==> src/rtl/sram_stream_reader.sv <==
// Wishbone-controlled reader: streams COUNT words from SRAM starting at BASE
// out as bytes, LSB first, with valid/ready handshaking and a done interrupt.
module sram_stream_reader #(
  parameter int SRAM_ADDR_WD = 8,
  parameter int SRAM_DATA_WD = 32
) (
  input  logic                    wb_clk_i,
  input  logic                    rst_n,
  input  logic                    wb_cyc_i,
  input  logic                    wb_stb_i,
  input  logic                    wb_we_i,
  input  logic [1:0]              wb_adr_i,
  input  logic [31:0]             wb_dat_i,
  input  logic [3:0]              wb_sel_i,
  output logic [31:0]             wb_dat_o,
  output logic                    wb_ack_o,
  output logic                    sram_csb_o,
  output logic [SRAM_ADDR_WD-1:0] sram_addr_o,
  input  logic [SRAM_DATA_WD-1:0] sram_dout_i,
  output logic [7:0]              tx_data_o,
  output logic                    tx_valid_o,
  input  logic                    tx_ready_i,
  output logic                    irq_o
);

  typedef enum logic [1:0] {IDLE, RD, CAP, SEND} state_t;

  state_t                  r_state;
  state_t                  w_next;
  logic                    r_ack;
  logic [31:0]             r_dat;
  logic                    r_start;
  logic                    r_abort;
  logic                    r_irq_en;
  logic                    r_done;
  logic [7:0]              r_base;
  logic [8:0]              r_count;
  logic [SRAM_ADDR_WD-1:0] r_cur_addr;
  logic [8:0]              r_remaining;
  logic [SRAM_DATA_WD-1:0] r_word;
  logic [1:0]              r_idx;

  logic        w_req;
  logic        w_wr;
  logic        w_busy;
  logic [31:0] w_rd_data;
  logic        w_set_done;
  logic        w_latch;
  logic        w_capture;
  logic        w_advance;
  logic        w_unused;

  assign w_req    = wb_cyc_i & wb_stb_i & ~r_ack;
  assign w_wr     = w_req & wb_we_i;
  assign w_busy   = (r_state != IDLE);
  assign w_unused = ^{wb_dat_i[31:9], wb_sel_i[3:2]};

  always_comb begin
    w_rd_data = 32'd0;
    case (wb_adr_i)
      2'd0:    w_rd_data = {29'd0, r_irq_en, 2'b00};
      2'd1:    w_rd_data = {30'd0, r_done, w_busy};
      2'd2:    w_rd_data = {24'd0, r_base};
      default: w_rd_data = {23'd0, r_count};
    endcase
  end

  // Register file: writes and read data land on the edge that raises ack, so
  // both are visible during the ack cycle; START/ABORT pulse in that cycle.
  always_ff @(posedge wb_clk_i or negedge rst_n) begin
    if (!rst_n) begin
      r_ack    <= 1'b0;
      r_dat    <= 32'd0;
      r_start  <= 1'b0;
      r_abort  <= 1'b0;
      r_irq_en <= 1'b0;
      r_done   <= 1'b0;
      r_base   <= 8'd0;
      r_count  <= 9'd0;
    end else begin
      r_ack   <= w_req;
      r_start <= w_wr && (wb_adr_i == 2'd0) && wb_sel_i[0] && wb_dat_i[0];
      r_abort <= w_wr && (wb_adr_i == 2'd0) && wb_sel_i[0] && wb_dat_i[1];
      if (w_req)
        r_dat <= w_rd_data;
      if (w_wr && (wb_adr_i == 2'd0) && wb_sel_i[0])
        r_irq_en <= wb_dat_i[2];
      if (w_wr && (wb_adr_i == 2'd2) && wb_sel_i[0])
        r_base <= wb_dat_i[7:0];
      if (w_wr && (wb_adr_i == 2'd3)) begin
        if (wb_sel_i[0]) r_count[7:0] <= wb_dat_i[7:0];
        if (wb_sel_i[1]) r_count[8]   <= wb_dat_i[8];
      end
      if (w_set_done)
        r_done <= 1'b1;
      else if (w_wr && (wb_adr_i == 2'd1) && wb_sel_i[0] && wb_dat_i[1])
        r_done <= 1'b0;
    end
  end

  always_ff @(posedge wb_clk_i or negedge rst_n) begin
    if (!rst_n) r_state <= IDLE;
    else        r_state <= w_next;
  end

  // ABORT overrides every datapath update so nothing is captured or emitted
  // once it is seen.
  always_comb begin
    w_next     = r_state;
    w_set_done = 1'b0;
    w_latch    = 1'b0;
    w_capture  = 1'b0;
    w_advance  = 1'b0;
    case (r_state)
      IDLE: begin
        if (r_start) begin
          if (r_count == 9'd0) begin
            w_set_done = 1'b1;
          end else begin
            w_latch = 1'b1;
            w_next  = RD;
          end
        end
      end
      RD:  w_next = CAP;
      CAP: begin
        w_capture = 1'b1;
        w_next    = SEND;
      end
      default: begin
        if (tx_ready_i) begin
          w_advance = 1'b1;
          if (r_idx == 2'd3) begin
            if (r_remaining == 9'd1) begin
              w_next     = IDLE;
              w_set_done = 1'b1;
            end else begin
              w_next = RD;
            end
          end
        end
      end
    endcase
    if (r_abort && (r_state != IDLE)) begin
      w_next     = IDLE;
      w_set_done = 1'b1;
      w_latch    = 1'b0;
      w_capture  = 1'b0;
      w_advance  = 1'b0;
    end
  end

  always_ff @(posedge wb_clk_i or negedge rst_n) begin
    if (!rst_n) begin
      r_cur_addr  <= '0;
      r_remaining <= 9'd0;
      r_word      <= '0;
      r_idx       <= 2'd0;
    end else begin
      if (w_latch) begin
        r_cur_addr  <= SRAM_ADDR_WD'(r_base);
        r_remaining <= r_count;
      end
      if (w_capture) begin
        r_word <= sram_dout_i;
        r_idx  <= 2'd0;
      end
      if (w_advance) begin
        r_idx <= r_idx + 2'd1;
        if (r_idx == 2'd3) begin
          r_remaining <= r_remaining - 9'd1;
          if (r_remaining != 9'd1)
            r_cur_addr <= r_cur_addr + 1'b1;
        end
      end
    end
  end

  always_comb begin
    tx_data_o = 8'd0;
    case (r_idx)
      2'd0:    tx_data_o = r_word[7:0];
      2'd1:    tx_data_o = r_word[15:8];
      2'd2:    tx_data_o = r_word[23:16];
      default: tx_data_o = r_word[31:24];
    endcase
  end

  assign tx_valid_o  = (r_state == SEND);
  assign sram_csb_o  = (r_state != RD);
  assign sram_addr_o = r_cur_addr;
  assign wb_ack_o    = r_ack;
  assign wb_dat_o    = r_dat;
  assign irq_o       = r_done & r_irq_en;

endmodule

==> config.mk <==
export PLATFORM = sky130hd
export DESIGN_NAME = sram_stream_reader
export DESIGN_NICKNAME = d
export VERILOG_FILES = /design/src/rtl/sram_stream_reader.sv
export SDC_FILE = /design/constraint.sdc
export NUM_CORES = 1
export LEC_CHECK = 0
export CORE_UTILIZATION = 45
export DETAILED_ROUTE_END_ITERATION = 7
export GPL_ROUTABILITY_DRIVEN = 0
export GPL_TIMING_DRIVEN = 0
export PLACE_DENSITY = 0.85
export SLEW_MARGIN = 20
export SYNTH_ARGS = -nofsm -noshare
export SYNTH_HDL_FRONTEND = slang
export SYNTH_SLANG_ARGS = --single-unit
==> constraint.sdc <==
create_clock -name wb_clk_i -period 2.3 [get_ports wb_clk_i]
set_clock_uncertainty 0.1 [all_clocks]
set_input_delay 0.345 -clock wb_clk_i [delete_from_list [all_inputs] [get_ports wb_clk_i]]
set_output_delay 0.345 -clock wb_clk_i [all_outputs]
set_load 0.02 [all_outputs]
==> results.yml <==
timing:
  slew_headroom: 0.610
  timing.fmax_mhz: 434
  hold_violations: 0
  slew_viol_final: 0
  setup_viol: 1
  worst_pin_slew_ns: 0.579
  rsz0062_at_grt: "true"
  period_share: 1.00
  worst_slack_ns: -0.00315
  fin_crit_ns: 2.30
finish:
  drive_above_1_share: 0.252
  diodes: 0
  area_delta_synth_final_pct: 29.7
  layout.cells.non_filler: 633
  nNetsFinal: 587
  fill_cells: 764
  final_util: 0.603
worst_setup_path:
  path_class: "reg2out"
  end_kind: "primary output"
  r2r_start: "r_state[0]$_DFFE_PN0P_"
  slowest_stage: "dfrtp_1"
  critical_path_arrival_ns: 1.86
  critPathLaunch: "r_idx[0]$_DFFE_PN0P_"
  cp.required_ns: 1.86
  crit_path_max_incr_delay_ns: 0.42
  crit_chain: "ha_2 -> a222oi_1 -> mux2i_1 -> clkdlybuf4s15_2"
  crit_fanout: 8
  critPathLaunchType: "flop"
global_routing:
  grt_pass1_wl_um: 16100
  grt_max_degree: 46
  grt.overflow.total: 0
  grt_antenna_before_repair: 0
  grt.total_usage: 0.208
  first_global_vias: 3276
detailed_routing:
  drt_iter0_drc: 282
  detail_route.first_pass.iterations: 5
  drc: 0
  num_vias: 3382
  avgRoutedWirePerCell_um: 15.7
  ant_nets: 0
  routed_wl_um: 9910
  vias_per_cell: 5.34
die:
  start_util: 0.465
  row_count: 35
  die_area_sq_um: 9990
  fp.dieW_um: 99.9
  die_h_um: 99.9
  io_pins: 128
  core_area_sq_um: 9280
yosys:
  yosysWarnings: 0
  synthArstFlopShare: 1.00
  synthDistinctLibCells: 53
  syn_inst: 389
  synthFlopType: "dfrtp_1"
  seq_area_frac_synth: 0.487
  netlist_area_sq_um: 4320
  synth-seq-cells: 84
  synth_edf_count: 0
  synth.avg_cell_area_sq_um: 11.1
flow_run:
  cap_violations: 0
clock_tree:
  clk_latency_ns: 0.35
  clock_sinks: 84
  cts_made_buffers: 9
  clock_path_buffers: 2
  root_buffer: "clkbuf_8"
  cts_tree: "yes"
  clkTransAtPathRegs_ns: 0.08
  htree_levels: 3
place:
  io_buffers: 77
  hpwl_um: 7360
  placed_cells: 618
power:
  p_leak_uw: 0.00247
  ir_drop_uv: 493
  p_per_area_nw_per_um2: 1010
min_path:
  min_from: "wb_dat_o[8]$_DFFE_PN0N_"
  min_path_type: "reg2reg"
outcome:
  status: "finished, violations left"
  violations: "setup timing"
## registers in the layout, indices dropped and copies added, names as in the netlist
signal	cells
r_abort	1
r_base	8
r_count	9
r_done	1
r_idx	2
r_irq_en	1
r_remaining	9
r_start	1
r_state	2
r_word	32
sram_addr_o	8
wb_ack_o	1
wb_dat_o	9
## power by group
| group | leakage [uW] | switching (uW) | total [uW] | internal [uW] |
|---|---|---|---|---|
| clock network | 0.000113 | 505 | 1170 | 670 |
| registers | 0.00104 | 328 | 2260 | 1930 |
| logic | 0.00131 | 1100 | 2210 | 1110 |
## stage by stage
step / total power [uW] / area [sq um] / TNS [ns] / hold slack, ns / worst slack (ns)
floorplan: 3650 / 4400 / 0 / -0.0506 / 0.393
global placement: 4410 / 5330 / -178.99 / 0.369 / -2.13
detailed placement: 4510 / 5350 / -1.37 / 0.258 / -0.172
CTS: 5670 / 5600 / -0.00203 / 0.405 / -0.00203
global route: 5960 / 5600 / -0.0736 / 0.428 / -0.0736
finish: 5640 / 5600 / -0.00315 / 0.399 / -0.00315
## worst max-delay path: cells and delay by family, from the launching register on
family	cells	cell delay, ns
mux	1	0.15
fa+ha+maj	1	0.27
flops	1	0.42
buf+inv	1	0.28
compound gates	1	0.40
## synthesized netlist by cell type, types with 2 or more instances
cell	number	area share
a21oi_1	9	0.010
a222oi_1	8	0.019
a22o_1	5	0.010
a22oi_1	2	0.0035
a311oi_1	2	0.0041
a31oi_1	3	0.0043
a32oi_1	2	0.0041
and2_1	4	0.0058
buf_2	4	0.0046
buf_4	27	0.047
clkbuf_1	7	0.0061
dfrtp_1	84	0.49
ha_1	11	0.032
inv_1	20	0.017
mux2_2	51	0.13
mux2i_1	14	0.032
nand2_1	32	0.028
nand2b_1	2	0.0029
nand3_1	11	0.013
nand4_1	2	0.0029
nor2_1	23	0.020
nor3_1	6	0.0070
nor4_4	2	0.0099
o211ai_1	6	0.010
o21ai_0	22	0.026
o221a_2	2	0.0052
o22ai_1	2	0.0029
## logic make-up (layout without fill, tap and decap cells)
| family | Yosys count | count (layout) | synth area share |
|---|---|---|---|
| muxes | 65 | 65 | 0.166 |
| adders and majority gates | 11 | 11 | 0.0319 |
| other | 1 | 23 | 0.000869 |
| and+or+nand+nor | 94 | 94 | 0.114 |
| buffers and inverters | 61 | 154 | 0.0797 |
| AOI/OAI and AO/OA | 73 | 73 | 0.121 |
| DFF | 84 | 84 | 0.487 |
## worst paths after layout
path                                            end  slack [ns]  cells after the start
setup / recovery                       tx_data_o[0]      -0.003                      4
hold reg to reg             wb_dat_o[8]$_DFFE_PN0N_        0.40                      2
max in group asynchronous     r_word[1]$_DFFE_PN0P_        1.05                      3
setup reg to reg           sram_addr_o[7]$_DFF_PN0_        0.16                      8
min in group asynchronous   wb_dat_o[4]$_DFFE_PN0N_        0.42                      2
hold / removal              wb_dat_o[8]$_DFFE_PN0N_        0.40                      2
## per-layer routing
metal  up-vias  track usage  wire length, um
li1       1577            -                -
met1      1664        0.274             4280
met2       126        0.345             4980
met3        15       0.0299              488
met4         0       0.0837              160
met5         -            0                0
## cells in the final DEF (no fill, tap or decap), types with 3 or more instances in the layout
master / n
conb_1: 23
clkbuf_2: 6
a22o_1: 5
mux2_2: 51
clkdlybuf4s50_1: 68
inv_1: 19
and2_1: 4
a222oi_1: 8
a21oi_1: 9
buf_2: 5
ha_4: 3
mux2i_1: 14
clkbuf_1: 6
ha_1: 7
a31oi_1: 3
clkbuf_8: 11
nand3_1: 11
nor2_1: 23
dfrtp_1: 84
buf_4: 30
o211ai_1: 6
nor3_1: 6
nand2_1: 32
o21ai_0: 22
## layout make-up
| cell class | count | area, sq um | area share |
|---|---|---|---|
| Tap cell | 129 | 161 | 0.0288 |
| Buffer | 37 | 253 | 0.0451 |
| Clock inverter | 3 | 68.8 | 0.0123 |
| Inverter | 21 | 80.1 | 0.0143 |
| Timing Repair Buffer | 81 | 779 | 0.139 |
| Sequential cell | 84 | 2100 | 0.375 |
| Clock buffer | 12 | 155 | 0.0277 |
| Multi-Input combinational cell | 266 | 2000 | 0.357 |
## what timing repair did
item,CTS,global route
setup buffers,2,0
hold buffers,1,0
endpoints found under the hold margin,39,0
resized for setup,21,13
endpoints found under the setup margin,8,16
pin swaps,2,1
Note: power is estimated with default switching activity, not from simulation.
